==> src/rtl/tama_pkg.sv <==
// Shared definitions for the pet button front end: test FSM encoding and test codes.
package tama_pkg;

    typedef enum logic [2:0] {
        T_IDLE   = 3'd0,
        T_HOLD   = 3'd1,
        T_ARMED  = 3'd2,
        T_COUNT  = 3'd3,
        T_COMMIT = 3'd4
    } test_state_t;

    localparam logic [3:0] IDLE    = 4'd1;
    localparam logic [3:0] NEUTRAL = 4'd2;
    localparam logic [3:0] TIRED   = 4'd3;
    localparam logic [3:0] SLEEP   = 4'd4;
    localparam logic [3:0] HUNGRY  = 4'd5;
    localparam logic [3:0] SAD     = 4'd6;
    localparam logic [3:0] PLAYING = 4'd7;
    localparam logic [3:0] BORED   = 4'd8;
    localparam logic [3:0] DEATH   = 4'd9;

    localparam logic [3:0] MAX_TEST_CODE = 4'd9;

    function automatic logic [3:0] sat_inc(input logic [3:0] code);
        return (code >= MAX_TEST_CODE) ? MAX_TEST_CODE : code + 4'd1;
    endfunction

endpackage

==> src/rtl/tama_button_ctrl_debounce.sv <==
// One button: 2-FF synchroniser, polarity normalisation, debouncer and registered press edge.
module button_debounce #(
    parameter int DEBOUNCE_CYCLES = 500000,
    parameter int ACTIVE_LOW      = 1
) (
    input  logic clk,
    input  logic rst,
    input  logic raw,
    output logic level,
    output logic press
);

    localparam int CW = (DEBOUNCE_CYCLES > 1) ? $clog2(DEBOUNCE_CYCLES) : 1;
    localparam logic [CW-1:0] CNT_LAST = CW'(DEBOUNCE_CYCLES - 1);
    localparam logic RAW_RELEASED = (ACTIVE_LOW != 0);

    logic          sync_q1;
    logic          sync_q2;
    logic          level_q;
    logic          synced;
    logic [CW-1:0] cnt;

    assign synced = (ACTIVE_LOW != 0) ? ~sync_q2 : sync_q2;

    // Synchroniser resets to the released raw level so no false press follows reset.
    always_ff @(posedge clk or posedge rst) begin
        if (rst) begin
            sync_q1 <= RAW_RELEASED;
            sync_q2 <= RAW_RELEASED;
            level   <= 1'b0;
            level_q <= 1'b0;
            press   <= 1'b0;
            cnt     <= '0;
        end else begin
            sync_q1 <= raw;
            sync_q2 <= sync_q1;
            level_q <= level;
            press   <= level & ~level_q;
            if (synced == level) begin
                cnt <= '0;
            end else if (cnt == CNT_LAST) begin
                level <= synced;
                cnt   <= '0;
            end else begin
                cnt <= cnt + CW'(1);
            end
        end
    end

endmodule

==> src/rtl/tama_button_ctrl.sv <==
// Button front end: five debouncers, gated action pulses and the test-mode entry/count/commit FSM.
//
// state    | meaning
// T_IDLE   | normal operation, action pulses pass through
// T_HOLD   | test button held, timing the long press
// T_ARMED  | long press reached, waiting for its release
// T_COUNT  | counting short test presses, idle timer runs while released
// T_COMMIT | presenting the committed code for COMMIT_HOLD cycles
module tama_button_ctrl
    import tama_pkg::*;
#(
    parameter int DEBOUNCE_CYCLES = 500000,
    parameter int LONG_PRESS      = 250000000,
    parameter int COMMIT_TIMEOUT  = 100000000,
    parameter int COMMIT_HOLD     = 4,
    parameter int ACTIVE_LOW      = 1
) (
    input  logic       clk,
    input  logic       rst,
    input  logic       btn_sleep_raw,
    input  logic       btn_awake_raw,
    input  logic       btn_feed_raw,
    input  logic       btn_play_raw,
    input  logic       btn_test_raw,
    output logic       boton_sleep,
    output logic       boton_awake,
    output logic       boton_feed,
    output logic       boton_play,
    output logic       boton_test,
    output logic [3:0] bpulse_test
);

    localparam int TMAX = (LONG_PRESS > COMMIT_TIMEOUT) ? LONG_PRESS : COMMIT_TIMEOUT;
    localparam int TW   = (TMAX > 1) ? $clog2(TMAX) : 1;
    localparam int HW   = (COMMIT_HOLD > 1) ? $clog2(COMMIT_HOLD) : 1;
    localparam logic [TW-1:0] LONG_LAST    = TW'(LONG_PRESS - 1);
    localparam logic [TW-1:0] TIMEOUT_LAST = TW'(COMMIT_TIMEOUT - 1);
    localparam logic [HW-1:0] HOLD_LAST    = HW'(COMMIT_HOLD - 1);

    logic [4:0]    raw_bus;
    logic [4:0]    press_bus;
    logic [3:0]    unused_level;
    logic          test_level;
    test_state_t   state;
    logic [TW-1:0] timer;
    logic [HW-1:0] hold_cnt;
    logic [3:0]    press_cnt;

    assign raw_bus = {btn_test_raw, btn_play_raw, btn_feed_raw, btn_awake_raw, btn_sleep_raw};

    for (genvar i = 0; i < 5; i++) begin : g_btn
        logic lvl;
        button_debounce #(
            .DEBOUNCE_CYCLES(DEBOUNCE_CYCLES),
            .ACTIVE_LOW     (ACTIVE_LOW)
        ) u_debounce (
            .clk  (clk),
            .rst  (rst),
            .raw  (raw_bus[i]),
            .level(lvl),
            .press(press_bus[i])
        );
        if (i == 4) begin : g_test
            assign test_level = lvl;
        end else begin : g_act
            assign unused_level[i] = lvl;
        end
    end

    assign boton_sleep = press_bus[0] & (state == T_IDLE);
    assign boton_awake = press_bus[1] & (state == T_IDLE);
    assign boton_feed  = press_bus[2] & (state == T_IDLE);
    assign boton_play  = press_bus[3] & (state == T_IDLE);

    // One timer serves both the long-press hold and the post-release idle timeout.
    always_ff @(posedge clk or posedge rst) begin
        if (rst) begin
            state       <= T_IDLE;
            timer       <= '0;
            hold_cnt    <= '0;
            press_cnt   <= 4'd0;
            boton_test  <= 1'b0;
            bpulse_test <= 4'd0;
        end else begin
            case (state)
                T_IDLE: begin
                    if (press_bus[4]) begin
                        state <= T_HOLD;
                        timer <= '0;
                    end
                end
                T_HOLD: begin
                    if (!test_level) begin
                        state <= T_IDLE;
                    end else if (timer == LONG_LAST) begin
                        state      <= T_ARMED;
                        boton_test <= 1'b1;
                        timer      <= '0;
                    end else begin
                        timer <= timer + TW'(1);
                    end
                end
                T_ARMED: begin
                    if (!test_level) begin
                        state     <= T_COUNT;
                        press_cnt <= 4'd0;
                        timer     <= '0;
                    end
                end
                T_COUNT: begin
                    if (press_bus[4]) begin
                        press_cnt <= sat_inc(press_cnt);
                        timer     <= '0;
                    end else if (test_level) begin
                        timer <= '0;
                    end else if (timer == TIMEOUT_LAST) begin
                        timer <= '0;
                        if (press_cnt != 4'd0) begin
                            state       <= T_COMMIT;
                            boton_test  <= 1'b0;
                            bpulse_test <= press_cnt;
                            hold_cnt    <= '0;
                        end
                    end else begin
                        timer <= timer + TW'(1);
                    end
                end
                T_COMMIT: begin
                    if (hold_cnt == HOLD_LAST) begin
                        state       <= T_IDLE;
                        bpulse_test <= 4'd0;
                        press_cnt   <= 4'd0;
                    end else begin
                        hold_cnt <= hold_cnt + HW'(1);
                    end
                end
                default: state <= T_IDLE;
            endcase
        end
    end

endmodule

==> config.mk <==
export PLATFORM = sky130hd
export DESIGN_NAME = tama_button_ctrl
export DESIGN_NICKNAME = d
export VERILOG_FILES = /design/src/rtl/tama_pkg.sv /design/src/rtl/tama_button_ctrl_debounce.sv /design/src/rtl/tama_button_ctrl.sv
export SDC_FILE = /design/constraint.sdc
export NUM_CORES = 1
export LEC_CHECK = 0
export CAP_MARGIN = 20
export CORE_MARGIN = 2
export CORE_UTILIZATION = 40
export DETAILED_ROUTE_END_ITERATION = 10
export GPL_TIMING_DRIVEN = 0
export PLACE_DENSITY = 0.54
export SYNTH_ARGS = -nofsm -noshare
export SYNTH_HDL_FRONTEND = slang
export SYNTH_HIERARCHICAL = 1
export SYNTH_SLANG_ARGS = --single-unit
==> constraint.sdc <==
create_clock -name clk -period 3.8 [get_ports clk]
set_clock_uncertainty 0.05 [all_clocks]
set_input_delay 0.76 -clock clk [delete_from_list [all_inputs] [get_ports clk]]
set_output_delay 0.76 -clock clk [all_outputs]
set_load 0.05 [all_outputs]
==> results of run 1 <==
==> synthesized netlist by cell type (11+ instances only) <==
cell type	n
nand3_1	49
nor4_1	17
inv_1	27
ha_1	11
dfrtp_1	152
nand2_1	50
and3_1	16
and4_1	13
or4_1	12
nor3_1	20
xnor2_1	58
xor2_1	38
mux2i_1	11
nand4_1	30
clkbuf_1	13
a21oi_1	22
o21ai_0	17
nor2_1	125
==> sequential cells by signal (all words and copies together) (netlist names) <==
signal,count
timer,28
g_btn.u_debounce/sync_q2,5
g_btn.u_debounce/level,5
g_btn.u_debounce/sync_q1,5
hold_cnt,2
state,3
press_cnt,4
boton_test,1
bpulse_test,4
g_btn.u_debounce/level_q,5
g_btn.u_debounce/press,5
g_btn.u_debounce/cnt,95
==> placed cells by master, fill, tap and decap left out, types with 11 or more instances in the layout <==
cell               n
nor2_1           125
clkdlybuf4s50_1   15
nand4_1           30
ha_1              11
a21oi_1           22
dfrtp_1          152
inv_1             26
and3_1            16
xnor2_1           58
xor2_1            38
nor3_1            20
nand3_1           49
o21ai_0           17
nor4_1            17
or4_1             12
nand2_1           50
and4_1            13
clkbuf_1          19
mux2i_1           11
clkbuf_16         17
==> how the worst max path moves through the flow <==
stage	from	to	slack, ps	depth (start not counted)
floorplan	press_cnt[0]	bpulse_test[2]	1570	6
global placement	state[2]	boton_feed	530	4
detailed placement	state[2]	boton_feed	560	4
CTS	state[2]	boton_feed	110	4
global route	state[2]	boton_feed	10	4
finish	state[1]	boton_feed	190	4
==> logic make-up (layout without fill, tap and decap cells) <==
logic type / count (synthesis) / count (layout)
compound gates: 78 / 78
xor+xnor: 96 / 96
fa+ha+maj: 11 / 11
buf+inv: 50 / 98
flops: 162 / 162
mux: 14 / 14
simple gates: 403 / 403
==> per-layer routing <==
layer	global-route usage (%)	up-vias	routed length, um
met4	4.272	0	82
met5	0	-	0
met1	22.79	2978	8149
li1	-	2958	-
met2	25.14	93	7819
met3	3.851	4	519
==> worst max-delay path: cells and delay by family, from the launching register on <==
family,cells,cell delay (ps)
buf+inv,2,1050
simple gates,2,910
flops,1,430
==> final cells by class <==
type                       instances  area [um^2]
buffer                            23        130.1
clock buffer                      25        475.5
clock inverter                     7        102.6
fill                            1846        10870
inverter                          27        101.3
multi-input combinational        602         3846
sequential                       162         4066
tap                              270        337.8
timing repair buffer              16        170.2
==> power by group through the flow <==
stage               Sequential [mW]  Clock (mW)  Combinational (mW)
finish                         1.76        1.67              0.0960
global route                   1.77        1.81               0.113
CTS                            1.76        1.73               0.100
detailed placement             1.79           0               0.100
global placement               1.79           0              0.0947
floorplan                      1.79           0              0.0687
==> metrics.cfg, run 1 <==
[logic_synthesis]
syn_area_um2=8144
syn_nets=832
synth_fa_ha_area_share_pct=1.690
yosysSeqAreaShare_pct=49.93
synthFlopType=dfrtp_1
synth-seq-cells=162
synth_compound_area_share_pct=6.852
synth_edf_count=0
synth-xor-area-share_pct=10.32
synth_cells=814
synth_top_family_by_area=simple AND/OR/NAND/NOR gates
yosys.area.top_type=dfrtp_1
yosysUniqueCellTypes=58
synthSimpleGateAreaFrac_pct=26.59
async_flop_share_pct=100.0
ys_warn_count=6
synth_top_area_share_pct=46.70
synthMuxAreaShare_pct=1.767
ys_top_cells_by_area=dfrtp_1, xnor2_1, nor2_1, xor2_1, dfstp_2
synth_area_per_cell_um2=10.00

[pwr]
p_int_mw=2.787
seqPwrFrac_pct=49.9
pwr-share-clk_pct=47.4
switching_share_pct=21.13
netSwitchingPower_mw=0.7466
irDropWorstVdd_uv=276.0
pwr-share-comb_pct=2.7
leakage_nw=3.760
p_total_mw=3.533
powerDensity_nw_per_um2=382.8

[worst_setup_path]
regToRegSetupSlack_ps=1210
crit_path_cell_trace=clkbuf_1, nor3_1, and2_1, clkdlybuf4s50_1
critPathMaxFanout=10
required_ps=2990
cp_slowest_cell=clkdlybuf4s50_1
slowest_delay_ps=810
critPathArrivalTime_ps=2800
reg2regPathDepth=6
setup.worst_path.class=register to output pin
end_kind=output pin
start_kind=register
r2r-start=timer[0]
rr_endpoint=bpulse_test[2]

[global_route]
grt_pass1_vias=5884
grt_pass1_wl_um=28660
overflow=0
antenna_found_initial=0
track_usage_pct=16.15
grt_max_degree=43

[timing]
rsz0062_at_grt=false
slew_headroom_pct=37.82
finalMaxSlewViolations=0
setup_slack_ps=188.6
period_needed_ps=3611
tns_ps=0
setup_viol=0
period_share_pct=95.04
holdWs_ps=306.8
tightest_slew_ps=931.7
max_freq_mhz=276.9
hold_viol=0

[placed_design]
gp_congestion=0.8091
dp_hpwl_um=11690
io_buffers=15
place_ws_ps=560.9
dp_cells=1100
placed_cell_area_um2=8652

[layout]
area_growth_pct=13.34
drive_above_1_share_pct=9.397
layout.cells.non_filler=1132
final_area_um2=9230
final_core_util_pct=45.91
nNetsFinal=867
antenna-diode-count=0

[floorplanning]
num_rows=52
start_util_pct=40.51
ios=16
die_w_um=146.7
core_um2=20100
die_h_um=146.7
dieArea_um2=21520

[clock_network]
cts_setup_buffers=0
cts_max_path_buffers=2
htreeDepth=4
post_cts_resized=0
clock-root-buffer=clkbuf_16
cts_hold_buffers=0
tritoncts=done
numCtsBuffers=17
cts_sinks=162
clk_latency_ps=420
clk_pin_slew_worst_paths_ps=60

[hold_path]
hold_end=g_btn[1].u_debounce/sync_q2
hold_path_depth=0
hold_start=g_btn[1].u_debounce/sync_q1
min_path_type=register to register

[routing]
num_vias=6033
drc=0
routed_via_density=5.330
routed_wl_um=16570
wl_per_cell_um=14.64
antenna_left=0
drtPass1Iterations=5
drt-initial-drc-count=425

[run]
cap_viol_max_count=0

[run_status]
status=finished clean

Note: power is estimated with default switching activity, not from simulation.
==> inputs of run 2 (changes only) <==
CORE_MARGIN = not set   (was 2)
==> metrics.cfg, run 2 (same netlist as run 1, synthesis figures left out) <==
[worst_setup_path]
crit_path_cell_trace=clkbuf_1, nor3_1, and2_1, clkdlybuf4s50_1  ; unchanged
critPathArrivalTime_ps=2820  ; was 2800 ps
critical_path_buf_inv_count=2  ; unchanged
required_ps=2990  ; about the same
setup.worst_path.class=register to output pin  ; unchanged
path_delay_family=buffers and inverters  ; unchanged
critPathMaxFanout=10  ; unchanged
slowest_delay_ps=820  ; was 810 ps
start_kind=register  ; unchanged
cp_slowest_cell=clkdlybuf4s50_1  ; unchanged
end_kind=output pin  ; unchanged

[placed_design]
io_buffers=15  ; unchanged
gp_congestion=0.8384  ; was 0.8091
dp_cells=1094  ; was 1100
place_ws_ps=525.9  ; was 560.9 ps
dp_hpwl_um=11690  ; about the same
placed_cell_area_um2=8626  ; was 8652 um^2

[clock_network]
clk_latency_ps=420  ; about the same
cts_hold_buffers=0  ; unchanged
cts_sinks=162  ; unchanged
tritoncts=done  ; unchanged
clk_pin_slew_worst_paths_ps=60  ; about the same
cts_setup_buffers=0  ; unchanged
numCtsBuffers=17  ; unchanged
clock-root-buffer=clkbuf_16  ; unchanged
cts_max_path_buffers=2  ; unchanged
htreeDepth=4  ; unchanged
post_cts_resized=0  ; unchanged

[timing]
slew_headroom_pct=38.36  ; was 37.82%
period_share_pct=95.48  ; was 95.04%
tightest_slew_ps=923.6  ; was 931.7 ps
finalMaxSlewViolations=0  ; unchanged
max_freq_mhz=275.6  ; was 276.9 MHz
holdWs_ps=305.9  ; was 306.8 ps
setup_slack_ps=171.8  ; was 188.6 ps
hold_viol=0  ; unchanged
tns_ps=0  ; unchanged
period_needed_ps=3628  ; was 3611 ps
rsz0062_at_grt=false  ; unchanged
setup_viol=0  ; unchanged

[floorplanning]
die_h_um=144.7  ; was 146.7 um
dieArea_um2=20940  ; was 21520 um^2
ios=16  ; unchanged
start_util_pct=41.30  ; was 40.51%
core_um2=19720  ; was 20100 um^2
num_rows=51  ; was 52
die_w_um=144.7  ; was 146.7 um

[run_status]
status=finished clean  ; unchanged

[hold_path]
min_path_type=register to register  ; unchanged

[global_route]
track_usage_pct=17.05  ; was 16.15%
grt_pass1_wl_um=28050  ; was 28660 um
overflow=0  ; unchanged
grt_max_degree=43  ; unchanged
grt_pass1_vias=5985  ; was 5884
antenna_found_initial=0  ; unchanged

[layout]
antenna-diode-count=0  ; unchanged
top_register=g_btn.u_debounce/cnt  ; unchanged
multiInputGateArea_um2=3846  ; unchanged
largest_reg_flops=95  ; unchanged
nNetsFinal=866  ; was 867
largestRegisters=g_btn.u_debounce/cnt (95), timer (28)  ; unchanged
final_common_cell=dfrtp_1  ; unchanged
final_cell_mix=dfrtp_1, nor2_1, xnor2_1  ; unchanged
final_core_util_pct=46.58  ; was 45.91%
drive_above_1_share_pct=9.988  ; was 9.397%
final-seq-area_um2=4066  ; unchanged
area_growth_pct=12.77  ; was 13.34%
layout.cells.non_filler=1126  ; was 1132
final_area_um2=9184  ; was 9230 um^2
fill_cells=1844  ; was 1846

[pwr]
pwr-share-clk_pct=46.7  ; was 47.4%
p_total_mw=3.481  ; was 3.533 mW
irDropWorstVdd_uv=254.2  ; was 276.0 uV
leakage_nw=3.752  ; was 3.760 nW
powerDensity_nw_per_um2=379.0  ; was 382.8 nW/um^2
p_int_mw=2.682  ; was 2.787 mW
switching_share_pct=22.94  ; was 21.13%
pwr-share-comb_pct=2.7  ; about the same
seqPwrFrac_pct=50.7  ; was 49.9%
netSwitchingPower_mw=0.7985  ; was 0.7466 mW

[routing]
drc=0  ; unchanged
drtPass1Iterations=4  ; was 5
num_vias=6030  ; was 6033
drt-initial-drc-count=229  ; was 425
antenna_left=0  ; unchanged
routed_via_density=5.355  ; was 5.330
wl_per_cell_um=14.85  ; was 14.64 um
routed_wl_um=16720  ; was 16570 um

[run]
cap_viol_max_count=0  ; unchanged

==> run 2: cell types whose count changed in the layout (fill, tap and decap cells not counted) <==
cell and change:
clkinv_2 +5, clkbuf_1 -6, buf_12 -1, clkbuf_8 -2, bufinv_16 -1, inv_6 +3, clkinv_4 +1
==> run 2: final cells by class <==
type | instances | share of cell area [%]
clock buffers | 17 | 4.632
clock inverters | 15 | 1.444
inverters | 27 | 1.104
plain buffers | 23 | 1.417
multi-input cells | 602 | 41.88
well taps | 265 | 3.610
repair buffers | 15 | 1.635
flip-flops and latches | 162 | 44.28
==> run 2: per-layer routing <==
metal / vias to the layer above / GRT usage (%) / routed length, um
met1: 2970 / 21.49 / 7832
met4: 0 / 5.873 / 238
li1: 2955 / - / -
met3: 20 / 3.488 / 500
met5: - / 0 / 0
met2: 85 / 29.00 / 8149
==> run 2: worst register-to-register path, cell delays in order, from the launching register on <==
cell and delay, ps:
dfrtp_1 410, ha_1 230, and4_1 330, nand4_1 200
or4_1 530, nor2_2 320, mux2_2 380
==> run 2: power groups by stage <==
| stage | clock (mW) | combinational (mW) | sequential, mW |
|---|---|---|---|
| 2_1_floorplan | 0 | 0.0687 | 1.79 |
| 3_3_place_gp | 0 | 0.0944 | 1.79 |
| 3_5_place_dp | 0 | 0.0971 | 1.80 |
| 4_1_cts | 1.67 | 0.0975 | 1.76 |
| 5_1_grt | 1.75 | 0.108 | 1.76 |
| 6_report | 1.62 | 0.0929 | 1.76 |
==> run 2: final timing paths <==
| path | startpoint | endpoint | slack (ps) | depth (start not counted) |
|---|---|---|---|---|
| setup / recovery | state[2] | boton_feed | 170 | 4 |
| hold / removal | g_btn[3].u_debounce/sync_q1 | g_btn[3].u_debounce/sync_q2 | 310 | 0 |
| setup reg to reg | timer[0] | bpulse_test[3] | 1250 | 6 |
| hold reg to reg | g_btn[3].u_debounce/sync_q1 | g_btn[3].u_debounce/sync_q2 | 310 | 0 |
| max in group asynchronous | rst | g_btn[1].u_debounce/cnt[14] | 1990 | 2 |
| min in group asynchronous | rst | g_btn[0].u_debounce/cnt[7] | 1120 | 2 |
